### src/rtl/vga_timing_gen_if.sv
// Raster timing bundle between vga_timing_gen and the sprite/background renderers.
interface vga_timing_gen_if;
    localparam int unsigned COORD_W = 10;
    localparam int unsigned COUNT_W = 8;

    logic               pix_en;
    logic               hs;
    logic               vs;
    logic               blank;
    logic [COORD_W-1:0] DrawX;
    logic [COORD_W-1:0] DrawY;
    logic               line_start;
    logic               frame_start;
    logic [COUNT_W-1:0] frame_count;

    modport master (
        input  pix_en,
        output hs, vs, blank, DrawX, DrawY, line_start, frame_start, frame_count
    );

    modport slave (
        output pix_en,
        input  hs, vs, blank, DrawX, DrawY, line_start, frame_start, frame_count
    );
endinterface

### src/rtl/vga_timing_gen.sv
// 640x480@60 raster timing: pixel coordinates, blanking, syncs and line/frame strobes.
module vga_timing_gen #(
    parameter int unsigned H_VISIBLE   = 640,
    parameter int unsigned H_FRONT     = 16,
    parameter int unsigned H_SYNC      = 96,
    parameter int unsigned H_BACK      = 48,
    parameter int unsigned V_VISIBLE   = 480,
    parameter int unsigned V_FRONT     = 10,
    parameter int unsigned V_SYNC      = 2,
    parameter int unsigned V_BACK      = 33,
    parameter bit          SYNC_ACTIVE = 1'b0
) (
    input  logic             vga_clk,
    input  logic             reset_n,
    vga_timing_gen_if.master vga
);
    localparam int unsigned CW      = 10;
    localparam int unsigned XW      = CW + 1;
    localparam int unsigned FW      = 8;
    localparam int unsigned H_TOTAL = H_VISIBLE + H_FRONT + H_SYNC + H_BACK;
    localparam int unsigned V_TOTAL = V_VISIBLE + V_FRONT + V_SYNC + V_BACK;

    // The raster has to fit the 10-bit coordinate counters.
    if (H_TOTAL > 1024 || V_TOTAL > 1024 || H_TOTAL == 0 || V_TOTAL == 0) begin : g_bad_raster
        $error("vga_timing_gen: H_TOTAL and V_TOTAL must be within 1..1024");
    end

    // Compare thresholds carry one extra bit so an end value of 1024 stays representable.
    localparam logic [CW-1:0] H_LAST    = CW'(H_TOTAL - 1);
    localparam logic [CW-1:0] V_LAST    = CW'(V_TOTAL - 1);
    localparam logic [XW-1:0] H_VIS_END = XW'(H_VISIBLE);
    localparam logic [XW-1:0] V_VIS_END = XW'(V_VISIBLE);
    localparam logic [XW-1:0] HS_BEG    = XW'(H_VISIBLE + H_FRONT);
    localparam logic [XW-1:0] HS_END    = XW'(H_VISIBLE + H_FRONT + H_SYNC);
    localparam logic [XW-1:0] VS_BEG    = XW'(V_VISIBLE + V_FRONT);
    localparam logic [XW-1:0] VS_END    = XW'(V_VISIBLE + V_FRONT + V_SYNC);

    logic [CW-1:0] hc;
    logic [CW-1:0] vc;
    logic [FW-1:0] fc;
    logic [XW-1:0] hx_c;
    logic [XW-1:0] vx_c;
    logic          h_wrap_c;
    logic          v_wrap_c;
    logic          blank_c;
    logic          hs_c;
    logic          vs_c;
    logic          line_start_c;
    logic          frame_start_c;

    assign hx_c     = {1'b0, hc};
    assign vx_c     = {1'b0, vc};
    assign h_wrap_c = (hc == H_LAST);
    assign v_wrap_c = (vc == V_LAST);

    // Decode the current raster position into the pin values that describe it.
    always_comb begin
        blank_c       = (hx_c < H_VIS_END) && (vx_c < V_VIS_END);
        hs_c          = ((hx_c >= HS_BEG) && (hx_c < HS_END)) ? SYNC_ACTIVE : ~SYNC_ACTIVE;
        vs_c          = ((vx_c >= VS_BEG) && (vx_c < VS_END)) ? SYNC_ACTIVE : ~SYNC_ACTIVE;
        line_start_c  = (hc == '0);
        frame_start_c = (hc == '0) && (vc == '0);
    end

    // Raster counters; frame counter bumps on the full-frame wrap so it lands with frame_start.
    always_ff @(posedge vga_clk or negedge reset_n) begin
        if (!reset_n) begin
            hc <= '0;
            vc <= '0;
            fc <= '0;
        end else if (vga.pix_en) begin
            hc <= h_wrap_c ? '0 : hc + CW'(1);
            if (h_wrap_c) begin
                vc <= v_wrap_c ? '0 : vc + CW'(1);
            end
            if (h_wrap_c && v_wrap_c) begin
                fc <= fc + FW'(1);
            end
        end
    end

    // Register the decode so every pin describes the same coordinate, one tick behind the counters.
    always_ff @(posedge vga_clk or negedge reset_n) begin
        if (!reset_n) begin
            vga.hs          <= ~SYNC_ACTIVE;
            vga.vs          <= ~SYNC_ACTIVE;
            vga.blank       <= 1'b0;
            vga.DrawX       <= '0;
            vga.DrawY       <= '0;
            vga.line_start  <= 1'b0;
            vga.frame_start <= 1'b0;
            vga.frame_count <= '0;
        end else if (vga.pix_en) begin
            vga.hs          <= hs_c;
            vga.vs          <= vs_c;
            vga.blank       <= blank_c;
            vga.DrawX       <= hc;
            vga.DrawY       <= vc;
            vga.line_start  <= line_start_c;
            vga.frame_start <= frame_start_c;
            vga.frame_count <= fc;
        end
    end
endmodule

### src/flat_wrapper.sv
// flat-port wrapper written by rule: the top's interface ports become plain ports
module vga_timing_gen_flat 
#(
    parameter int unsigned H_VISIBLE   = 640,
    parameter int unsigned H_FRONT     = 16,
    parameter int unsigned H_SYNC      = 96,
    parameter int unsigned H_BACK      = 48,
    parameter int unsigned V_VISIBLE   = 480,
    parameter int unsigned V_FRONT     = 10,
    parameter int unsigned V_SYNC      = 2,
    parameter int unsigned V_BACK      = 33,
    parameter bit          SYNC_ACTIVE = 1'b0
)
  (vga_clk, reset_n, vga_pix_en, vga_hs, vga_vs, vga_blank, vga_DrawX, vga_DrawY, vga_line_start, vga_frame_start, vga_frame_count);
  vga_timing_gen_if vga_i ();
  input  logic vga_clk;
  input  logic reset_n;
  input wire logic [$bits(vga_i.pix_en)-1:0] vga_pix_en;
  output wire logic [$bits(vga_i.hs)-1:0] vga_hs;
  output wire logic [$bits(vga_i.vs)-1:0] vga_vs;
  output wire logic [$bits(vga_i.blank)-1:0] vga_blank;
  output wire logic [$bits(vga_i.DrawX)-1:0] vga_DrawX;
  output wire logic [$bits(vga_i.DrawY)-1:0] vga_DrawY;
  output wire logic [$bits(vga_i.line_start)-1:0] vga_line_start;
  output wire logic [$bits(vga_i.frame_start)-1:0] vga_frame_start;
  output wire logic [$bits(vga_i.frame_count)-1:0] vga_frame_count;
  assign vga_i.pix_en = vga_pix_en;
  assign vga_hs = vga_i.hs;
  assign vga_vs = vga_i.vs;
  assign vga_blank = vga_i.blank;
  assign vga_DrawX = vga_i.DrawX;
  assign vga_DrawY = vga_i.DrawY;
  assign vga_line_start = vga_i.line_start;
  assign vga_frame_start = vga_i.frame_start;
  assign vga_frame_count = vga_i.frame_count;
  vga_timing_gen #(.H_VISIBLE(H_VISIBLE), .H_FRONT(H_FRONT), .H_SYNC(H_SYNC), .H_BACK(H_BACK), .V_VISIBLE(V_VISIBLE), .V_FRONT(V_FRONT), .V_SYNC(V_SYNC), .V_BACK(V_BACK), .SYNC_ACTIVE(SYNC_ACTIVE)) u_core (.vga_clk(vga_clk), .reset_n(reset_n), .vga(vga_i));
endmodule
### config.mk
export PLATFORM = sky130hd
export DESIGN_NAME = vga_timing_gen_flat
export DESIGN_NICKNAME = d
export VERILOG_FILES = /design/src/rtl/vga_timing_gen_if.sv /design/src/rtl/vga_timing_gen.sv /design/src/flat_wrapper.sv
export SDC_FILE = /design/constraint.sdc
export NUM_CORES = 1
export LEC_CHECK = 0
export CAP_MARGIN = 20
export CORE_ASPECT_RATIO = 0.6
export CORE_MARGIN = 2
export CORE_UTILIZATION = 35
export DETAILED_ROUTE_END_ITERATION = 6
export GPL_TIMING_DRIVEN = 0
export SETUP_SLACK_MARGIN = 0.1
export SLEW_MARGIN = 20
export SYNTH_ARGS = -nofsm -noshare
export SYNTH_HDL_FRONTEND = slang
export SYNTH_SLANG_ARGS = --single-unit
### constraint.sdc
create_clock -name vga_clk -period 3.38 [get_ports vga_clk]
set_input_delay 0.338 -clock vga_clk [delete_from_list [all_inputs] [get_ports vga_clk]]
set_output_delay 0.338 -clock vga_clk [all_outputs]
set_load 0.03 [all_outputs]
# Yosys cells after proc, flatten, opt, wreduce, memory -nomap -nowiden
# Cells that the tools add are included.
[totals]
in_bits = 3
ff_bits = 61
output_inout_bits = 33
elab_cells = 35
[classes]
n_eq_ne = 2
n_reduce_logical = 9
add_sub_neg = 3
order_cmp = 6
n_mux = 4
[ops]
columns = ["op", "count"]
rows = [
  ["10-bit by 1-bit adder with 10-bit output (second input constant)", 2],
  ["10-bit equality test (second input constant)", 2],
  ["10-bit zero test", 2],
  ["10-bit less-than comparator (second input constant)", 2],
  ["10-bit by 9-bit less-than comparator with 1-bit output (second input constant)", 2],
  ["10-bit two-way mux", 2],
  ["10-bit greater-or-equal comparator (second input constant)", 1],
  ["10-bit by 9-bit greater-or-equal comparator with 1-bit output (second input constant)", 1],
  ["8-bit by 1-bit adder with 8-bit output (second input constant)", 1],
  ["1-bit logical AND", 5],
  ["2-bit AND reduction", 2],
  ["1-bit two-way mux", 2],
]

# Longest topological paths before layout
# Gate-level depths: netlist of run 1.
[depth]
depth_word = 3
ltp_mapped = 6
ltp_nobuf = 6

# Worst setup path before layout of run 1
# No wires, ideal clock.
[synth_path]
path_kind = "register -> register"
from = "register u_core.vc[0]"
to = "register u_core.fc[1]"
n_path_buf = 0
path_stages_with_launch = 7
required_time_ns = 3.252
period_less_slack_ns = 1.651
arrival_ns = 1.523
setup_slack_ns = 1.729
setup_ns = 0.128
path_cell_list = "dfrtp_1 -> inv_1 -> ha_1 -> nor2b_1 -> nand3_4 -> nor2_4 -> mux2_1"
[synth_via]
elab_chain_cells = 3
[synth_lines]
columns = ["element", "line", "text"]
rows = [
  ["start: declaration", "vga_timing_gen.sv:39", "logic [CW-1:0] vc;"],
  ["start signal: assignment", "vga_timing_gen.sv:74", "vc <= v_wrap_c ? '0 : vc + CW'(1);"],
  ["10-bit equality test", "vga_timing_gen.sv:54", "assign v_wrap_c = (vc == V_LAST);"],
  ["1-bit logical AND", "vga_timing_gen.sv:76", "if (h_wrap_c && v_wrap_c) begin"],
  ["2-bit AND reduction (no line)", "-", ""],
  ["end signal: assignment", "vga_timing_gen.sv:77", "fc <= fc + FW'(1);"],
  ["end: declaration", "vga_timing_gen.sv:40", "logic [FW-1:0] fc;"],
]
# Every way passes these cells.
# A chain may end at the register's enable or synchronous reset.

# Worst setup path after layout of run 1
[layout_path]
from = "register u_core.hc[1]"
to = "register u_core.vc[8]"
[layout_via]
elab_chain_cells = 2
[layout_lines]
columns = ["element", "line", "text"]
rows = [
  ["start: declaration", "vga_timing_gen.sv:38", "logic [CW-1:0] hc;"],
  ["start signal: assignment", "vga_timing_gen.sv:72", "hc <= h_wrap_c ? '0 : hc + CW'(1);"],
  ["10-bit equality test", "vga_timing_gen.sv:53", "assign h_wrap_c = (hc == H_LAST);"],
  ["2-bit AND reduction (no line)", "-", ""],
]
# Every way passes these cells.

==> results by group, run 1 <==
Outcome
  – Outcome: finished clean

Placement
  – DP Area: 3343 um^2
  – Pre-CTS setup slack: 1.509 ns
  – Inst Count DP: 373
  – Gpl congestion: 0.7979
  – Port-buffer cells: 34
  – Dpl hpwl: 4.197 mm

Job
  – Max Cap Viol: 0

Cells and area
  – Share of layout cells above drive strength 1: 23.40%
  – Nets: 286
  – Area grow syn2layout: 29.45%
  – Cell area after layout: 3680 um^2
  – ANT cells: 0
  – Finished Layout Cells: 390
  – Fillers: 742

Power
  – Comb power frac: 15.9%
  – Flop pwr share: 38.5%
  – Psw: 0.5791 mW
  – Pwr per Cell Area: 596.4 nW/um^2
  – Pint: 1.616 mW
  – Switching share of power: 26.38%
  – Leakage: 1.628 nW
  – Clock power frac: 45.5%
  – VDD IR-drop max: 0.3478 mV

Floorplanning
  – Die area: 8883 um^2
  – Initial Util: 36.06%
  – Core area: 7883 um^2
  – Chip width: 120.3 um
  – Row cnt: 25
  – Chip Height: 73.81 um
  – Top Ports: 36

Global routing
  – Initial antenna violation count: 0
  – Vias in the first global route: 1945
  – Total GRT Usage: 15.30%
  – GRT overflow: 0
  – Global-route wire length before repair: 10.23 mm
  – Pin count of the biggest net entering global routing: 50

Timing
  – Fmax: 528.9 MHz
  – Crit path time final: 1.891 ns
  – Final hold slack: 0.4017 ns
  – Relative slew slack: 61.11%
  – Setup TNS after final layout: 0 ns
  – RSZ-0062 raised after global routing: false
  – Skew final: 0.004863 ns
  – Worst Tran Pin Value: 0.5833 ns
  – Final hold vios: 0
  – PnR worst setup slack: 1.489 ns
  – Pins Over Slew Limit: 0
  – Period utilisation layout: 55.94%
  – Setup violators final: 0

Clocking
  – CTS buffer count: 9
  – Clk_lat worst skew: 0.33 ns
  – CTS Buffer Depth: 2
  – CTS tree: built
  – PostCTS Resize Cnt: 0
  – CTS root buffer: clkbuf_16
  – Clock transition at path regs: 0.05 ns
  – CTS sink cnt: 61
  – H-tree levels: 3

Route
  – Pre-antenna DRT Iters: 4
  – Via-to-Cell Ratio: 4.910
  – Drt initial violations: 114
  – Final WL: 5.977 mm
  – Number of remaining DRC errors: 0
  – Post-route ant nets: 0
  – Vias: 1915
  – WL/cell: 15.33 um

Synthesis
  – Count of cell types in the netlist: 43
  – Synthesized instance count: 230
  – Post-Synthesis Net Count: 239
  – Yosys reg bits: 61
  – Mapped Area: 2843 um^2
  – Sequential area share after synthesis: 53.79%
  – Synth Warn #: 0
  – Mean Syn Cell Area: 12.36 um^2

Worst hold path
  – Hold Crit Class: in -> async

Critical path
  – Slowest-stage cell, CP: nor4_2
  – Reg2reg setup slack: 1.49 ns
  – Sequence of cells on the critical path: ha_1 -> nand4_1 -> nor4_2 -> nand3_1 -> xnor2_1
  – Startpoint types: register
  – CP Data Arrival Time: 2.10 ns
  – R2R cell count: 5
  – Reg2Reg Launch Point: u_core.hc[1]
  – CP Capture Type: register
  – Buf/Inv on CP: 0
  – Crit Path Category: reg -> reg
  – Worst-path maximum fanout: 6
  – CP max stage delay: 0.47 ns
  – R2r endpoint: u_core.vc[8]
  – Worst path required time: 3.59 ns
  – Largest delay share family, worst path: simple AND/OR/NAND/NOR gates
layer usage:
layer,up-vias,wire (um),GRT usage [%]
met1,944,3300,22.60
met2,43,2314,19.89
met5,-,0,0
met4,0,91,7.494
li1,921,-,-
met3,7,270,4.814
through the flow:
| step | util [%] | power [mW] |
|---|---|---|
| 2_1_floorplan | - | 1.068 |
| 3_3_place_gp | 42.10 | 1.194 |
| 3_5_place_dp | 42.41 | 1.205 |
| 4_1_cts | 46.68 | 2.221 |
| 5_1_grt | 46.68 | 2.283 |
| 6_report | 46.68 | 2.195 |
registers in the layout (all words and copies together) (netlist names):
signal,count
u_core.vga.vs,1
u_core.vga.frame_count,8
u_core.vga.DrawX,10
u_core.vga.hs,1
u_core.fc,8
u_core.vc,10
u_core.hc,10
u_core.vga.line_start,1
u_core.vga.blank,1
u_core.vga.DrawY,10
u_core.vga.frame_start,1
cell type report:
type | instances | area [um^2] | share of cell area (%)
Inverter | 7 | 26.28 | 0.7140
Multi-Input combinational cell | 151 | 1227 | 33.36
Clock buffer | 12 | 256.5 | 6.970
Buffer | 11 | 60.06 | 1.632
Clock inverter | 4 | 70.07 | 1.904
Sequential cell | 61 | 1529 | 41.55
Timing Repair Buffer | 36 | 375.4 | 10.20
Tap cell | 108 | 135.1 | 3.672
kinds of logic after synthesis:
logic type | after synthesis | synth area share (%)
buffers and inverters | 18 | 3.037
adders and majority gates | 6 | 2.641
DFF | 61 | 53.79
AOI/OAI and AO/OA | 21 | 4.226
xor gates and xnor gates | 20 | 6.162
muxes | 30 | 11.84
and+or+nand+nor | 74 | 18.31
worst max-delay path by stage:
stage                  from                   to  slack [ns]  cells after the start
6_report       u_core.hc[1]         u_core.vc[8]        1.49                      5
4_1_cts        u_core.hc[1]         u_core.vc[8]        1.48                      5
5_1_grt        u_core.vc[0]         u_core.fc[1]        1.36                      6
3_3_place_gp        reset_n  u_core.vga.DrawY[3]       -0.06                      1
2_1_floorplan  u_core.vc[0]         u_core.fc[1]        1.73                      6
3_5_place_dp   u_core.vc[0]         u_core.fc[1]        1.51                      6
synthesized netlist by cell type, drive strengths merged:
library cell,number,area [um^2]
dfrtp,59,1476
o21ai,12,60.06
nor4b,2,17.52
buf,6,41.28
o211ai,3,22.52
and4,3,26.28
dfstp,2,52.55
and3,2,12.51
xnor2,9,78.83
nor3b,1,12.51
ha,6,75.07
nor2b,2,12.51
or4,1,7.510
or2,1,6.260
nand2,8,32.54
a21oi,3,15.01
mux2,29,326.6
nor3,5,30.03
o32a,1,10.01
clkbuf,5,18.77
mux2i,1,10.01
nand4,8,80.08
inv,7,26.28
a31oi,1,6.260
xor2,11,96.34
nand4b,2,17.52
and4b,1,10.01
o22ai,1,6.260
nand3,17,97.60
and2,1,6.260
nor2,13,58.81
nor4,7,92.59
repair_timing:
item / CTS / global route
setup buffers: 0 / 0
hold endpoints to repair: 12 / 0
hold buffers: 1 / 0
power groups by stage:
| stage | Clock [mW] | Combinational (mW) | Sequential (mW) |
|---|---|---|---|
| after floorplan | 0 | 0.158 | 0.911 |
| after global placement | 0 | 0.339 | 0.855 |
| after detailed placement | 0 | 0.348 | 0.857 |
| after CTS | 1.02 | 0.351 | 0.845 |
| after global routing | 1.05 | 0.380 | 0.856 |
| final | 0.999 | 0.350 | 0.846 |
cells in the final DEF, fill, tap and decap left out, types with 4 or more instances in the layout:
cell type / netlist / layout
ha_1: 6 / 6
inv_1: 7 / 7
nand3_1: 16 / 16
xnor2_1: 9 / 9
nor3_1: 4 / 4
nand2_1: 7 / 7
nand4_1: 6 / 6
mux2_2: 28 / 28
clkbuf_16: 0 / 9
o21ai_0: 12 / 12
nor2_1: 11 / 11
dfrtp_1: 59 / 59
clkbuf_1: 5 / 6
xor2_1: 11 / 11
clkdlybuf4s50_1: 0 / 33
No activity file was read; power rests on OpenSTA's default activity.
==> run 2: changes to the inputs <==
clock period = 2 ns   (was 3.38 ns; I/O delays follow)
==> run 2 against run 1 <==
Net effect: combinational power increased by 73%; sequential share of layout area down 0.54 points; clock skew down 0.00057 ns; count of clock-buffer cells in the layout stayed put; first-iteration DRC count fell by 4.4%; flip-flop and latch count unchanged; via count increased by 1.2%; sequential power increased by 69%; non-clock buffer count rose by 3; hold slack worse by 0.14 ns; design area up 1.3%; worst setup slack lost 1.3 ns; highest routed layer unchanged.
==> results by group, run 2 (synthesis gave the netlist of run 1 again) <==
Critical path
  – WP depth: 6 (+1)
  – Worst setup path startpoint: u_core.hc[1]
  – CP Data Arrival Time: 2.06 ns (-0.04 ns)
  – R2R cell count: 6 (+1)
  – Crit Path Category: reg -> reg
  – Startpoint types: register
  – CP max stage delay: 0.40 ns (-0.07 ns)
  – Worst-path maximum fanout: 6 (unchanged)
  – Sequence of cells on the critical path: ha_1 -> and4_1 -> buf_4 -> nand4_4 -> nor2_4 -> mux2_1
  – Reg2Reg Launch Point: u_core.hc[1]
  – Reg2reg setup slack: 0.15 ns (-1.34 ns)
  – Buf/Inv on CP: 1 (+1)
  – Worst path required time: 2.21 ns (-1.38 ns)
  – Largest delay share family, worst path: simple AND/OR/NAND/NOR gates
  – Slowest-stage cell, CP: dfrtp_1
  – CP Capture Type: register
  – Setup crit end: u_core.fc[1]
  – R2r endpoint: u_core.fc[1]

Worst hold path
  – Hold Crit Class: in -> async

Cells and area
  – Share of layout cells above drive strength 1: 24.56% (+1.2 points)
  – Cell area after layout: 3729 um^2 (+1.3%)
  – Nets: 289 (+1.0%)
  – Leading cell type in the layout, fill and taps excluded: dfrtp_1
  – ANT cells: 0 (unchanged)
  – Fillers: 736 (-0.81%)
  – Area grow syn2layout: 31.16%
  – Most frequent cells in the layout: dfrtp_1, clkdlybuf4s50_1, mux2_2

Floorplanning
  – Core area: 7883 um^2 (unchanged)
  – Chip Height: 73.81 um (unchanged)
  – Die area: 8883 um^2 (unchanged)
  – Top Ports: 36 (unchanged)
  – Chip width: 120.3 um (unchanged)
  – Row cnt: 25 (unchanged)
  – Initial Util: 36.06% (unchanged)

Placement
  – DP Area: 3343 um^2 (unchanged)
  – Gpl congestion: 0.7979 (unchanged)
  – Dpl hpwl: 4.197 mm (unchanged)
  – Port-buffer cells: 34 (unchanged)

Timing
  – Setup violators final: 0 (unchanged)
  – Worst Tran Pin Value: 0.5896 ns (+0.006295 ns)
  – Fmax: 540.5 MHz (+2.2%)
  – RSZ-0062 raised after global routing: true
  – Final hold vios: 0 (unchanged)
  – Pins Over Slew Limit: 0 (unchanged)
  – Setup TNS after final layout: 0 ns (unchanged)
  – Relative slew slack: 60.69% (-0.42 points)
  – Crit path time final: 1.850 ns (-0.04065 ns)
  – Skew final: 0.004293 ns (-0.0005699 ns)
  – Final hold slack: 0.2624 ns (-0.1393 ns)
  – Period utilisation layout: 92.51% (+37 points)

Global routing
  – Pin count of the biggest net entering global routing: 50 (unchanged)
  – Initial antenna violation count: 0 (unchanged)
  – Global-route wire length before repair: 10.23 mm (unchanged)
  – Total GRT Usage: 15.30% (unchanged)
  – Vias in the first global route: 1945 (unchanged)
  – GRT overflow: 0 (unchanged)

Job
  – Max Cap Viol: 0 (unchanged)

Clocking
  – CTS buffer count: 9 (unchanged)
  – H-tree levels: 3 (unchanged)
  – CTS tree: built
  – Clk_lat worst skew: 0.33 ns (about the same)
  – Clock transition at path regs: 0.05 ns (about the same)
  – CTS Buffer Depth: 2 (unchanged)
  – CTS root buffer: clkbuf_16
  – CTS sink cnt: 61 (unchanged)

Route
  – Vias: 1938 (+1.2%)
  – Post-route ant nets: 0 (unchanged)
  – Drt initial violations: 109 (-4.4%)
  – Number of remaining DRC errors: 0 (unchanged)
  – Final WL: 5.996 mm (+0.32%)
  – WL/cell: 15.26 um (-0.45%)
  – Pre-antenna DRT Iters: 4 (unchanged)
  – Via-to-Cell Ratio: 4.931 (+0.43%)

Power
  – VDD IR-drop max: 0.6027 mV (+73%)
  – Pwr per Cell Area: 999.0 nW/um^2 (+67%)
  – Leakage: 1.650 nW (+1.3%)
  – Pwr Total: 3.725 mW (+70%)

Outcome
  – Outcome: finished clean
-- run 2: where the power goes --
| part | internal [mW] | total, mW | switching (mW) |
|---|---|---|---|
| combinational | 0.239 | 0.607 | 0.367 |
| sequential | 1.34 | 1.43 | 0.0891 |
| clock | 1.15 | 1.69 | 0.535 |
| total | 2.73 | 3.72 | 0.991 |
-- run 2: final cells by class --
cell class	instances	area, um^2	share of cell area, %
clock inverter	4	70.07	1.879
clock buffer	12	256.5	6.879
timing repair buffer	39	397.9	10.67
sequential	61	1529	41.01
inverter	7	26.28	0.7047
buffer	11	60.06	1.611
tap	108	135.1	3.624
multi-input combinational	151	1254	33.62
-- run 2: layer usage --
metal | up-vias | routed length [um] | global-route usage (%)
met5 | - | 0 | 0
met4 | 0 | 112 | 7.494
met3 | 10 | 343 | 4.814
met2 | 52 | 2350 | 19.89
met1 | 950 | 3190 | 22.60
li1 | 926 | - | -
-- run 2: per-stage QoR --
stage | instances | util [%] | setup WS, ns
finish | 393 | 47.30 | 0.1499
global route | 393 | 47.30 | 0.04808
CTS | 390 | 46.68 | 0.09977
detailed placement | 373 | 42.41 | 0.1286
global placement | 372 | 42.10 | -1.300
floorplan | 230 | - | 0.3490
-- run 2: worst min-delay path by stage --
stage / startpoint / end / slack, ns / cells after the start
detailed placement: reset_n / u_core.vga.DrawX[2] / 0.06 / 1
global route: reset_n / u_core.vga.frame_count[5] / 0.27 / 2
CTS: reset_n / u_core.vga.DrawX[2] / 0.26 / 2
finish: reset_n / u_core.vga.frame_count[5] / 0.26 / 2
global placement: u_core.fc[7] / u_core.fc[7] / 0.46 / 1
floorplan: reset_n / u_core.fc[0] / -0.1 / 0
-- run 2: worst register-to-register path, delay by kind of cell, from the launching register on --
family                   cells  cell delay [ns]
flip-flops                   1             0.40
AND/OR/NAND/NOR              3             0.59
multiplexers                 1             0.34
buffers and inverters        1             0.16
adder cells (fa/ha/maj)      1             0.24
-- run 2: timing repair --
action	CTS	global route
cloned	0	0
setup endpoints to repair	1	9
hold endpoints to repair	17	0
setup buffers	0	3
hold buffers	1	0
pin swaps	0	1
gates resized for setup	0	4
